==> src/rtl/reg_file_param.sv <==
// Parametrised register file: one write port (ALU or load source), two registered
// read ports with optional write-to-read bypass, optional hardwired-zero r0, and a
// sequenced bulk-clear engine that reports busy and a one-cycle done pulse.
module reg_file_param #(
    parameter int unsigned WIDTH    = 4,
    parameter int unsigned DEPTH    = 4,
    parameter bit          ZERO_REG = 1'b0,
    parameter bit          BYPASS   = 1'b1,
    localparam int unsigned AW      = $clog2(DEPTH)
) (
    input  logic             clock,
    input  logic             reset_n,
    input  logic             wr_en,
    input  logic             wr_sel,
    input  logic [WIDTH-1:0] alu_data,
    input  logic [WIDTH-1:0] load_data,
    input  logic [AW-1:0]    wr_addr,
    input  logic [AW-1:0]    rx_addr,
    input  logic [AW-1:0]    ry_addr,
    input  logic             clear_req,
    output logic [WIDTH-1:0] rx_out,
    output logic [WIDTH-1:0] ry_out,
    output logic             busy,
    output logic             clear_done
);

    typedef enum logic [1:0] {
        StIdle,
        StClear,
        StDone
    } state_e;

    localparam logic [AW-1:0] LastPtr = AW'(DEPTH - 1);

    state_e            state_q, state_d;
    logic [AW-1:0]     ptr_q, ptr_d;
    logic              busy_q, busy_d;
    logic              done_q, done_d;
    logic [WIDTH-1:0]  mem_q [DEPTH];
    logic [WIDTH-1:0]  mem_d [DEPTH];
    logic [WIDTH-1:0]  rx_q, rx_d;
    logic [WIDTH-1:0]  ry_q, ry_d;

    logic [WIDTH-1:0]  wr_data;
    logic              user_we;
    logic              clear_we;

    // Clear sequencer: walk the pointer over every entry, then announce completion.
    always_comb begin
        state_d = state_q;
        ptr_d   = ptr_q;
        unique case (state_q)
            StIdle: begin
                if (clear_req) begin
                    state_d = StClear;
                    ptr_d   = '0;
                end
            end
            StClear: begin
                if (ptr_q == LastPtr) begin
                    state_d = StDone;
                    // Park the pointer so it never steps past the last entry.
                    ptr_d   = '0;
                end else begin
                    ptr_d = ptr_q + 1'b1;
                end
            end
            StDone: begin
                state_d = StIdle;
            end
            default: begin
                state_d = StIdle;
                ptr_d   = '0;
            end
        endcase
        busy_d = (state_d == StClear);
        done_d = (state_d == StDone);
    end

    // Next register contents: user write (blocked while clearing) and clear-engine write.
    always_comb begin
        wr_data  = wr_sel ? load_data : alu_data;
        user_we  = wr_en && !busy_q && !(ZERO_REG && (wr_addr == '0));
        clear_we = (state_q == StClear);
        for (int unsigned i = 0; i < DEPTH; i++) begin
            mem_d[i] = mem_q[i];
            // Addresses at or above DEPTH match no entry, so such writes are dropped.
            if (user_we && (wr_addr == AW'(i))) begin
                mem_d[i] = wr_data;
            end
            if (clear_we && (ptr_q == AW'(i))) begin
                mem_d[i] = '0;
            end
        end
    end

    // Read data for the next edge; bypass reads the post-write view of the array.
    always_comb begin
        rx_d = '0;
        ry_d = '0;
        for (int unsigned i = 0; i < DEPTH; i++) begin
            if (rx_addr == AW'(i)) begin
                rx_d = BYPASS ? mem_d[i] : mem_q[i];
            end
            if (ry_addr == AW'(i)) begin
                ry_d = BYPASS ? mem_d[i] : mem_q[i];
            end
        end
        if (ZERO_REG && (rx_addr == '0)) begin
            rx_d = '0;
        end
        if (ZERO_REG && (ry_addr == '0)) begin
            ry_d = '0;
        end
    end

    // All state: array, read registers, sequencer and its decoded status flags.
    always_ff @(posedge clock or negedge reset_n) begin
        if (!reset_n) begin
            state_q <= StIdle;
            ptr_q   <= '0;
            busy_q  <= 1'b0;
            done_q  <= 1'b0;
            rx_q    <= '0;
            ry_q    <= '0;
            mem_q   <= '{default: '0};
        end else begin
            state_q <= state_d;
            ptr_q   <= ptr_d;
            busy_q  <= busy_d;
            done_q  <= done_d;
            rx_q    <= rx_d;
            ry_q    <= ry_d;
            mem_q   <= mem_d;
        end
    end

    assign rx_out     = rx_q;
    assign ry_out     = ry_q;
    assign busy       = busy_q;
    assign clear_done = done_q;

endmodule

==> config.mk <==
export PLATFORM = sky130hd
export DESIGN_NAME = reg_file_param
export DESIGN_NICKNAME = d
export VERILOG_FILES = /design/src/rtl/reg_file_param.sv
export SDC_FILE = /design/constraint.sdc
export NUM_CORES = 1
export LEC_CHECK = 0
export CAP_MARGIN = 20
export CORE_UTILIZATION = 46
export CTS_CLUSTER_DIAMETER = 80
export DETAILED_ROUTE_END_ITERATION = 8
export PLACE_DENSITY = 0.79
export SLEW_MARGIN = 20
export SYNTH_ARGS = -nofsm -noshare
export SYNTH_HDL_FRONTEND = slang
export SYNTH_SLANG_ARGS = --single-unit
==> constraint.sdc <==
create_clock -name clock -period 1.6 [get_ports clock]
set_input_delay 0.32 -clock clock [delete_from_list [all_inputs] [get_ports clock]]
set_output_delay 0.32 -clock clock [all_outputs]
set_load 0.01 [all_outputs]
* After elaboration in Yosys (flattened, before gate mapping)
Cells that the tools add are included.
** Word-level totals
- Flip-flop bits (word level) :: 30
- Input port bits :: 19
- Output and inout bits :: 10
- Logic and storage cells :: 68
** Operators by class
- Add/sub/neg operators :: 1
- Eq/ne operators :: 17
- Multiplexer cells :: 23
- Bitwise gates (word level) :: 1
- Reductions and logical operators :: 16
** Operators by type and width (count)
- 4-bit 2-to-1 mux :: 17
- 2-bit == test (second input constant) :: 10
- 2-bit by 1-bit == test with 1-bit output (second input constant) :: 6
- 2-bit logical NOT :: 5
- 1-bit logical AND :: 9
- 2-bit 2-to-1 mux :: 4
- 2-bit case mux with 3 select lines :: 1
- 2-bit case mux with 2 select lines :: 1
- 2-bit by 1-bit adder with 2-bit output (second input constant) :: 1
- 2-bit != test (second input constant) :: 1
- 2-bit AND reduction :: 1
- 1-bit logical NOT :: 1
- 1-bit inverter :: 1

* Longest topological paths before layout
Gate-level depths: netlist of run 1.
- Word-level depth :: 9
- Mapped depth :: 6
- Depth with buffers taken out :: 6

* Worst setup path after synthesis of run 1
OpenSTA, ideal clock, no wires.
- Path type :: register to register
- Start :: register busy_q, in the netlist busy
- End :: register rx_q[3], in the netlist rx_out[3]
- Setup time :: 0.119 ns
- Arrival time :: 1.420 ns
- Data required time :: 1.481 ns
- Path slack :: 0.062 ns
- Stages on the path, launching flop included :: 6
- Buffers on the path :: 1
- Clock period less this slack :: 1.538 ns
- Cells stage by stage :: dfrtp_1 -> nor4bb_1 -> clkbuf_2 -> mux2i_1 -> o22ai_1 -> o21a_1
** Between the ends
- Cells in the longest elaborated chain, start to end :: 9
- Elaborated cells on any way between the ends :: 18
- Those cells by class :: 12 x mux; 6 x reduce/logical
** Ends and longest elaborated chain
- start, declared :: RTL line 37 : logic busy_q, busy_d;
- start signal, assigned :: RTL line 130 : busy_q <= busy_d;
- 1-bit logical NOT * :: RTL line 83 : user_we = wr_en && !busy_q && !(ZERO_REG && (wr_addr == '0));
- 1-bit logical AND * :: RTL line 83
- 1-bit logical AND :: RTL line 88 : if (user_we && (wr_addr == AW'(i))) begin
- 4-bit 2-to-1 mux :: RTL line 88
- 4-bit 2-to-1 mux :: RTL line 91 : if (clear_we && (ptr_q == AW'(i))) begin
- 4-bit 2-to-1 mux (3 in a row) :: RTL line 102 : if (rx_addr == AW'(i)) begin
- 4-bit 2-to-1 mux * :: RTL line 102
- named net rx_d[3] :: RTL line 41 : logic [WIDTH-1:0] rx_q, rx_d;
- end signal, assigned :: RTL line 132 : rx_q <= rx_d;
- end, declared :: RTL line 41
Mark *: on every way through the listed nets, which the timed path passes. The rest lies on a longest branch.
A chain may end at the register's enable or synchronous reset.

* Final worst setup path of run 1
- Start :: input wr_en
- End :: register rx_q[0], in the netlist rx_out[0]
** Between the ends
- Cells in the longest elaborated chain, start to end :: 8
- Elaborated cells on any way between the ends :: 17
- Those cells by class :: 12 x mux; 5 x reduce/logical
** Ends and longest elaborated chain
- start, declared :: RTL line 13 : input logic wr_en,
- 1-bit logical AND * :: RTL line 83
- 1-bit logical AND :: RTL line 88
- 4-bit 2-to-1 mux :: RTL line 88
- 4-bit 2-to-1 mux :: RTL line 91
- 4-bit 2-to-1 mux (3 in a row) :: RTL line 102
- 4-bit 2-to-1 mux * :: RTL line 102
- named net rx_d[0] :: RTL line 41
Marked as above.

==> results of run 1 <==
final cells by class:
cell class	count	area [um2]	area share
clock buffers	6	51.3	0.0229
flip-flops and latches	30	752	0.336
well taps	44	55.1	0.0246
inverters	6	22.5	0.0101
multi-input cells	91	947	0.424
repair buffers	44	408	0.182
routing by layer:
metal,routed length [um],vias up
met4,120,0
met3,251,15
met2,1870,47
met1,1580,596
met5,0,-
li1,-,568
kinds of logic after synthesis:
kind of cell	after synthesis
fa+ha+maj	4
buf+inv	12
simple gates	38
flops	30
mux	21
compound gates	28
power by group:
part / switching [mW] / internal (mW)
clock network: 0.239 / 0.198
registers: 0.221 / 1.02
logic: 0.744 / 0.844
critical path, cell delays in order:
cell             delay [ns]
clkdlybuf4s50_1        0.53
nor4bb_2               0.23
buf_4                  0.25
mux2i_4                0.30
o22ai_2                0.10
o21a_1                 0.19
worst min path at each step:
stage	end	slack [ns]	depth (start not counted)
after detailed placement	mem_q[10]$_DFF_PN0_	0.54	2
after CTS	rx_out[1]$_DFF_PN0_	0.39	2
final	mem_q[7]$_DFF_PN0_	0.37	2
after floorplan	busy$_DFF_PN0_	0.02	0
after global routing	rx_out[2]$_DFF_PN0_	0.41	2
after global placement	mem_q[10]$_DFF_PN0_	0.53	2
layout by cell type, fill, tap and decap left out, types with 4 or more instances in the layout:
cell type | synthesis | routed
buf_4 | 1 | 13
clkbuf_4 | 0 | 5
clkdlybuf4s50_1 | 0 | 25
dfrtp_1 | 30 | 29
ha_1 | 4 | 4
inv_1 | 6 | 6
mux2i_4 | 0 | 15
nand2_1 | 5 | 5
nor2_1 | 19 | 19
o21a_1 | 8 | 8
o221ai_1 | 8 | 7
o22ai_2 | 0 | 5
or2_2 | 4 | 4
stage by stage:
step | instances | util | instance area [um2] | hold slack (ns)
finish | 221 | 0.732 | 2240 | 0.373
global route | 221 | 0.732 | 2240 | 0.405
CTS | 218 | 0.711 | 2170 | 0.386
detailed placement | 212 | 0.620 | 1890 | 0.536
global placement | 212 | 0.620 | 1890 | 0.531
floorplan | 133 | - | 1490 | 0.0244
sequential cells by signal, indices dropped and copies added (netlist names):
signal / flops
busy: 1
clear_done: 1
mem_q: 16
ptr_q: 2
rx_out: 4
ry_out: 4
state_q: 2
what timing repair did:
item                                    CTS  global route
buffers inserted                          0             3
endpoints found under the setup margin   13             9
resized for setup                        44             7
pin swaps                                 2             0
==> run_results.csv, run 1 <==
group,metric,value,unit
yosys,synthCells,133,
run_status,violations,"setup timing",
clock_network,clk_latency,0.32,ns
grt,antenna_found_initial,0,
worst_setup_path,crit_fanout,4,
yosys,synth_top_family_by_area,"multiplexers",
yosys,synth_fa_ha_area_frac,0.0336,
power,ir_drop,0.893,mV
clock_network,cts_hold_buffers,0,
drt,postRouteAntennaNets,0,
die,rows,20,
drt,wl_per_cell,17.3,um
sta,rsz0062_at_grt,"yes",
grt,grt_remaining_overflow,0,
drt,viasPerCell,5.55,
placed_design,io_buffers,28,
placed_design,place_ws,-0.509,ns
drt,dr.first_iter.drc_count,29,
clock_network,cts_buffer_depth,2,
drt,wl,3830,um
worst_setup_path,r2r_slack,-0.11,ns
yosys,ys_types,25,
placed_design,post-dp-hpwl,2730,um
finish,drive_gt1_frac,0.322,
finish,n_antenna_cell,0,
sta,slew_violations,0,
yosys,synth-xor-area-share,0,
yosys,synth_ff_type,"dfrtp_1",
worst_setup_path,critPathCapture,"rx_out[0]$_DFF_PN0_",
clock_network,cts_tree,"done",
worst_setup_path,timing.rr.start,"busy$_DFF_PN0_",
yosys,synthArstFlopShare,1.00,
yosys,syn-num-nets,156,
yosys,synth.top_cells.by_count,"30 x dfrtp_1, 19 x nor2_1, 17 x mux2i_1",
sta,setup_tns,-0.731,ns
sta,setup_violations,10,
yosys,synth-simple-area-share,0.144,
grt,grt_busiest_layer,"met2",
yosys,netlist.area_leader.share,0.504,
sta,fin_crit_sh,1.07,
die,die_area,0.00347,mm2
yosys,synth_compound_area_frac,0.139,
yosys,synthTopCellsByArea,"dfrtp_1 50%, mux2i_1 11%, nor2_1 4.8%, o221ai_1 4.7%, o21a_1 4.0%",
worst_setup_path,r2r-end,"rx_out[0]$_DFF_PN0_",
worst_setup_path,end_kind,"register",
die,dieHeight,58.9,um
worst_setup_path,worst_r2r_path_depth,5,
sta,fin_ws,-0.111,ns
placed_design,globalplace.congestion,0.846,
clock_network,cts_root_buf,"clkbuf_4",
yosys,avgSynthCellArea,11.2,um2
grt,use_met1,0.301,
grt,grtUsageMet3,0.0923,
drt,drc,0,
clock_network,cts.clk_slew.worst_paths,0.09,ns
sta,relSlewSlack,0.743,
grt,grt_pass1_vias,1334,
run_status,outcome,"finished, violations left",
die,start_util,0.488,
worst_setup_path,cp-start-kind,"primary input",
die,ios,29,
sta,hold_violations,0,
job,drv_cap,0,
min_path,hold_class,"primary input to asynchronous set/reset pin",
yosys,synth_area_leader_cell,"dfrtp_1",
power,power.leakage,0.954,nW
yosys,synth_warnings,0,
sta,finClkSkew,0.00252,ns
sta,worst_pin_slew,0.385,ns
yosys,synth_edf_count,0,
finish,fillers,214,
yosys,ys_seq_area_frac,0.504,
drt,vias,1226,
finish,nets,201,
power,power.total,3.27,mW
grt,grt_max_degree,31,
drt,firstDrtPassIters,4,
worst_setup_path,critPathLaunch,"wr_en",
worst_setup_path,required,1.82,ns
clock_network,cts_buffers,5,
grt,grt_usage,0.253,
worst_setup_path,setup.worst_path.class,"primary input to register",
yosys,netlist_area,0.00149,mm2
die,core,0.00305,mm2
clock_network,cts.sinks,30,
yosys,ys_ff_latch,30,
sta,fin_crit,1.71,ns
sta,clock.fmax,584,MHz
worst_setup_path,arrival,1.93,ns
grt,grt_pass1_wl,6180,um
power,powerDensity,1460,mW/mm2
yosys,muxShareOfSynthArea,0.145,
clock_network,htreeDepth,2,
yosys,yosysMostFrequentCell,"dfrtp_1",
grt,grtUsageMet2,0.414,
die,fp.dieW,58.9,um
finish,area_growth,50.2,%
Power figures use the tool's default switching activity.
==> run 2: changes to the inputs <==
--- a/config.mk
+++ b/config.mk
@@ -10,6 +10,7 @@
 export CTS_CLUSTER_DIAMETER = 80
 export DETAILED_ROUTE_END_ITERATION = 8
 export PLACE_DENSITY = 0.79
+export SKIP_CTS_REPAIR_TIMING = 1
 export SLEW_MARGIN = 20
 export SYNTH_ARGS = -nofsm -noshare
 export SYNTH_HDL_FRONTEND = slang
==> run_results.csv, run 2 (same netlist as run 1, synthesis figures left out) <==
group,metric,value,unit
worst_setup_path,slowest_stage,"dfrtp_2",
worst_setup_path,end_kind,"register",
placed_design,io_buffers,28,
finish,largest-register,"mem_q",
worst_setup_path,setup.worst_path.class,"register to register",
sta,slew_violations,0,
finish,final_util,0.723,
sta,setup_violations,8,
min_path,hold_class,"primary input to asynchronous set/reset pin",
power,power.leakage,0.983,nW
power,ir_drop,0.907,mV
finish,drive_gt1_frac,0.316,
drt,firstDrtPassIters,4,
grt,grt_pass1_wl,5730,um
clock_network,clk_latency,0.32,ns
drt,postRouteAntennaNets,0,
die,core,0.00305,mm2
placed_design,dp.cells,212,
sta,fin_crit_sh,1.08,
worst_setup_path,crit_family,"flip-flops",
drt,wl_per_cell,17.7,um
power,combPwrFrac,0.477,
sta,finClkSkew,0.00285,ns
grt,grt_remaining_overflow,0,
power,p_seq_frac,0.388,
clock_network,cts_buffer_depth,2,
job,drv_cap,0,
die,start_util,0.488,
power,switchingPower,1.19,mW
power,swShare,0.371,
clock_network,htreeDepth,2,
finish,mostFrequentLayoutCell,"dfrtp_1",
worst_setup_path,crit_chain,"nor4bb_2, buf_4, mux2i_4, o22ai_1, o21a_1",
run_status,outcome,"finished, violations left",
grt,antenna_found_initial,0,
sta,fin_crit,1.73,ns
finish,mostFrequentLayoutCells,"29 x dfrtp_1, 23 x clkdlybuf4s50_1, 19 x nor2_1, 12 x mux2i_4, 12 x buf_4",
die,die_area,0.00347,mm2
clock_network,cts.sinks,30,
worst_setup_path,cp-start-kind,"register",
finish,nets,198,
die,ios,29,
power,powerDensity,1450,mW/mm2
sta,worst_pin_slew,0.380,ns
finish,n_antenna_cell,0,
grt,grt_max_degree,31,
sta,hold_violations,0,
finish,fillers,222,
clock_network,cts_buffers,5,
finish,largest_reg_flops,16,
sta,clock.fmax,576,MHz
clock_network,cts.clk_slew.worst_paths,0.08,ns
finish,area_growth,48.2,%
die,fp.dieW,58.9,um
worst_setup_path,arrival,1.94,ns
die,dieHeight,58.9,um
worst_setup_path,crit_fanout,5,
placed_design,globalplace.congestion,0.846,
drt,dr.first_iter.drc_count,30,
clock_network,cts_tree,"done",
sta,setup_tns,-0.788,ns
run_status,violations,"setup timing",
drt,drc,0,
power,clkPwrFrac,0.135,
sta,fin_ws,-0.135,ns
grt,grt_usage,0.231,
finish,layout.cells.non_filler,218,
grt,grt_pass1_vias,1258,
sta,relSlewSlack,0.746,
power,p_int,2.01,mW
clock_network,cts_root_buf,"clkbuf_4",
worst_setup_path,required,1.81,ns
worst_setup_path,crit_buf_inv,1,
drt,viasPerCell,5.55,
die,rows,20,
sta,rsz0062_at_grt,"yes",
placed_design,post-dp-hpwl,2730,um
worst_setup_path,cpPeakStageDelay,0.47,ns
drt,wl,3860,um
drt,vias,1209,
-- run 2: changes by cell type in the layout (fill, tap and decap cells not counted), sizes merged --
cell           delta
dlymetal6s2s      +5
clkdlybuf4s50     -2
buf               -3
dlygate4sd2       -3
-- run 2: path summary, 6_finish.rpt --
| kind | start | endpoint | slack, ns | cells past startpoint |
|---|---|---|---|---|
| worst min register to register | mem_q[10]$_DFF_PN0_ | mem_q[10]$_DFF_PN0_ | 0.56 | 2 |
| worst min-delay path | reset_n | mem_q[7]$_DFF_PN0_ | 0.37 | 2 |
| worst max register to register | busy$_DFF_PN0_ | rx_out[2]$_DFF_PN0_ | -0.13 | 5 |
| worst max-delay path | busy$_DFF_PN0_ | rx_out[2]$_DFF_PN0_ | -0.13 | 5 |
| min in group clock | mem_q[10]$_DFF_PN0_ | mem_q[10]$_DFF_PN0_ | 0.56 | 2 |
| max in group asynchronous | reset_n | busy$_DFF_PN0_ | 0.92 | 2 |
-- run 2: stage by stage --
step	instance area [um2]	setup slack [ns]	hold slack, ns	total power, mW
2_1_floorplan	1490	0.0615	0.0244	1.85
3_3_place_gp	1890	-0.497	0.531	2.38
3_5_place_dp	1890	-0.509	0.536	2.43
4_1_cts	1940	-0.167	0.386	2.86
5_1_grt	2210	-0.166	0.414	3.41
6_report	2210	-0.135	0.374	3.20
-- run 2: final cells by class --
cell class	count	area, um2	share of cell area
Clock buffer	6	51.3	0.0232
Inverter	6	22.5	0.0102
Multi-Input combinational cell	91	932	0.422
Sequential cell	30	752	0.341
Tap cell	44	55.1	0.0249
Timing Repair Buffer	41	394	0.179
-- run 2: layer usage --
metal	GRT usage	wire [um]	up-vias
met5	0	0	-
met4	0.126	90	0
met3	0.0615	267	11
met2	0.369	2000	52
met1	0.284	1500	584
li1	-	-	562
-- run 2: power groups by stage --
stage	Combinational (mW)	Clock, mW	Sequential, mW
2_1_floorplan	0.686	0	1.16
3_3_place_gp	1.21	0	1.16
3_5_place_dp	1.25	0	1.17
4_1_cts	1.26	0.443	1.16
5_1_grt	1.67	0.466	1.27
6_report	1.52	0.432	1.24
-- run 2: worst reg2reg max path, cell delays in order, from the launching register on --
cell and delay, ns:
dfrtp_2 0.47, nor4bb_2 0.30, buf_4 0.25, mux2i_4 0.27
o22ai_1 0.12, o21a_1 0.21
==> RTL change, RTL diff (settings of run 2) <==
Encoding of `state_e`: now one-hot (3 bits for 3 states).
--- a/src/rtl/reg_file_param.sv
+++ b/src/rtl/reg_file_param.sv
@@ -26,6 +26,6 @@
 
-    typedef enum logic [1:0] {
-        StIdle,
-        StClear,
-        StDone
+    typedef enum logic [2:0] {
+        StIdle  = 3'b001,
+        StClear = 3'b010,
+        StDone  = 3'b100
     } state_e;
Behaviour: no difference found for any inputs over 10 cycles, from zero or initial values and one cycle with reset_n low; not proved beyond that.
==> RTL change against run 2 <==
Largest cell class unchanged. The run still ends with setup timing left. Setup slack improved by 16 ps. Wire length rose by 11%. Synthesized cell count is 3.0% higher. Core utilization is 0.96 points higher. Sequential cell count increased by 1. Critical path depth stayed put. Via count increased by 8.3%. Die area up 6.4%. Clock skew up 11 ps. Power up 3.6%. Final area increased by 4.6%. Area after synthesis grew 6.6%.
==> RTL change: results (changes against run 2) <==
[outcome]
status = complete, but fails checks  ; unchanged
violations = setup timing  ; unchanged

[sta]
clock_skew_ps = 13.6  ; was 2.85 ps
maxSlewHeadroom_pct = 77.3  ; was 74.6%
fin_ws_ps = -119  ; was -135 ps
setup_viol = 8  ; unchanged

[drt]
wl_per_cell_microns = 18.6  ; was 17.7 microns
met2WireLength_microns = 2220  ; was 2000 microns
ant_nets = 0  ; unchanged
met3_length_microns = 187  ; was 267 microns
drt_wl_total_microns = 4300  ; was 3860 microns
drt-pass1-iter-count = 6  ; was 4
wl_met1_microns = 1750  ; was 1500 microns
vias_per_cell = 5.67  ; was 5.55
initialDrtViolationCount = 68  ; was 30

[yosys]
synth.distinct_cells = 31  ; was 25
seq_area_frac_synth_pct = 48.9  ; was 50.4%
synth.area.top_cells = dfrtp_1, mux2i_1, o221ai_1  ; was dfrtp_1, mux2i_1, nor2_1
synth_common_cells = dfrtp_1, nor2_1, mux2i_1  ; unchanged
syn_avg_cell_area_sq_um = 11.6  ; was 11.2 sq um
synth_nets = 160  ; was 156

[placed_design]
pre_cts_ws_ps = -521  ; was -509 ps
place_inst = 220  ; was 212
place_hpwl_microns = 2850  ; was 2730 microns
gp_congestion = 0.919  ; was 0.846
dpl_cell_area_sq_mm = 0.00204  ; was 0.00189 sq mm

[clocking]
path_clk_slew_ps = 100  ; was 80 ps
clock_latency_ps = 340  ; was 320 ps

[finish]
layout-drive-gt1-share_pct = 35.3  ; was 31.6%
final_nets = 209  ; was 198

[grt]
grt_pass1_wl_microns = 5990  ; was 5730 microns
grt_pass1_vias = 1297  ; was 1258
grt_max_degree = 32  ; was 31
grt_use_total_pct = 23.4  ; was 23.1%

[setup_path]
regToRegStartpoint = busy  ; unchanged

[power]
ir_drop_v = 0.000818  ; was 0.000907 V
power.leakage_nw = 0.990  ; was 0.983 nW

-- RTL change: cell types whose count changed in the layout (fill, tap and decap cells not counted), sizes merged, moves of 2 or more --
| cell | before | now |
|---|---|---|
| and3b | 2 | 0 |
| and4bb | 0 | 5 |
| buf | 13 | 21 |
| inv | 6 | 3 |
| nand2 | 5 | 2 |
| nand2b | 0 | 5 |
| nor3b | 0 | 2 |
-- RTL change: how the worst min path moves through the flow --
| stage | startpoint | endpoint | slack (ps) | depth (start not counted) |
|---|---|---|---|---|
| 3_3_place_gp | mem_q[2] | mem_q[2] | 520 | 2 |
| 4_1_cts | reset_n | ry_out[0] | 320 | 2 |
| 2_1_floorplan | reset_n | busy | 20 | 0 |
| 6_report | reset_n | rx_out[2] | 320 | 2 |
| 3_5_place_dp | mem_q[11] | mem_q[11] | 550 | 2 |
| 5_1_grt | reset_n | rx_out[3] | 330 | 2 |
-- RTL change: cell families after synthesis --
logic type               share of synthesized area [%]
AND/OR/NAND/NOR                                   18.3
flip-flops                                        48.9
AO/OA/AOI/OAI                                     13.8
multiplexers                                      12.9
buffers and inverters                             2.92
adder cells (fa/ha/maj)                           3.15
-- RTL change: where the power goes --
group | switching [mW] | internal [mW] | total, mW
sequential | 0.220 | 1.11 | 1.33
combinational | 0.707 | 0.840 | 1.55
clock | 0.267 | 0.171 | 0.438
total | 1.19 | 2.12 | 3.31
-- RTL change: final cells by class --
type	instances	area, sq um
tap	44	55.1
timing repair buffer	49	467
clock buffer	7	45.0
fill	232	843
multi-input combinational	96	948
sequential	31	778
clock inverter	1	5.00
inverter	3	11.3
-- RTL change: layer usage --
layer / vias up / GRT usage (%)
li1: 603 / -
met1: 652 / 28.7
met2: 40 / 39.1
met3: 14 / 5.12
met4: 0 / 11.7
met5: - / 0
-- RTL change: per-stage QoR --
stage / TNS [ps] / hold slack, ps
floorplan: 0 / 24.4
global placement: -7200 / 519
detailed placement: -8080 / 551
CTS: -1160 / 323
global route: -1100 / 330
finish: -714 / 321
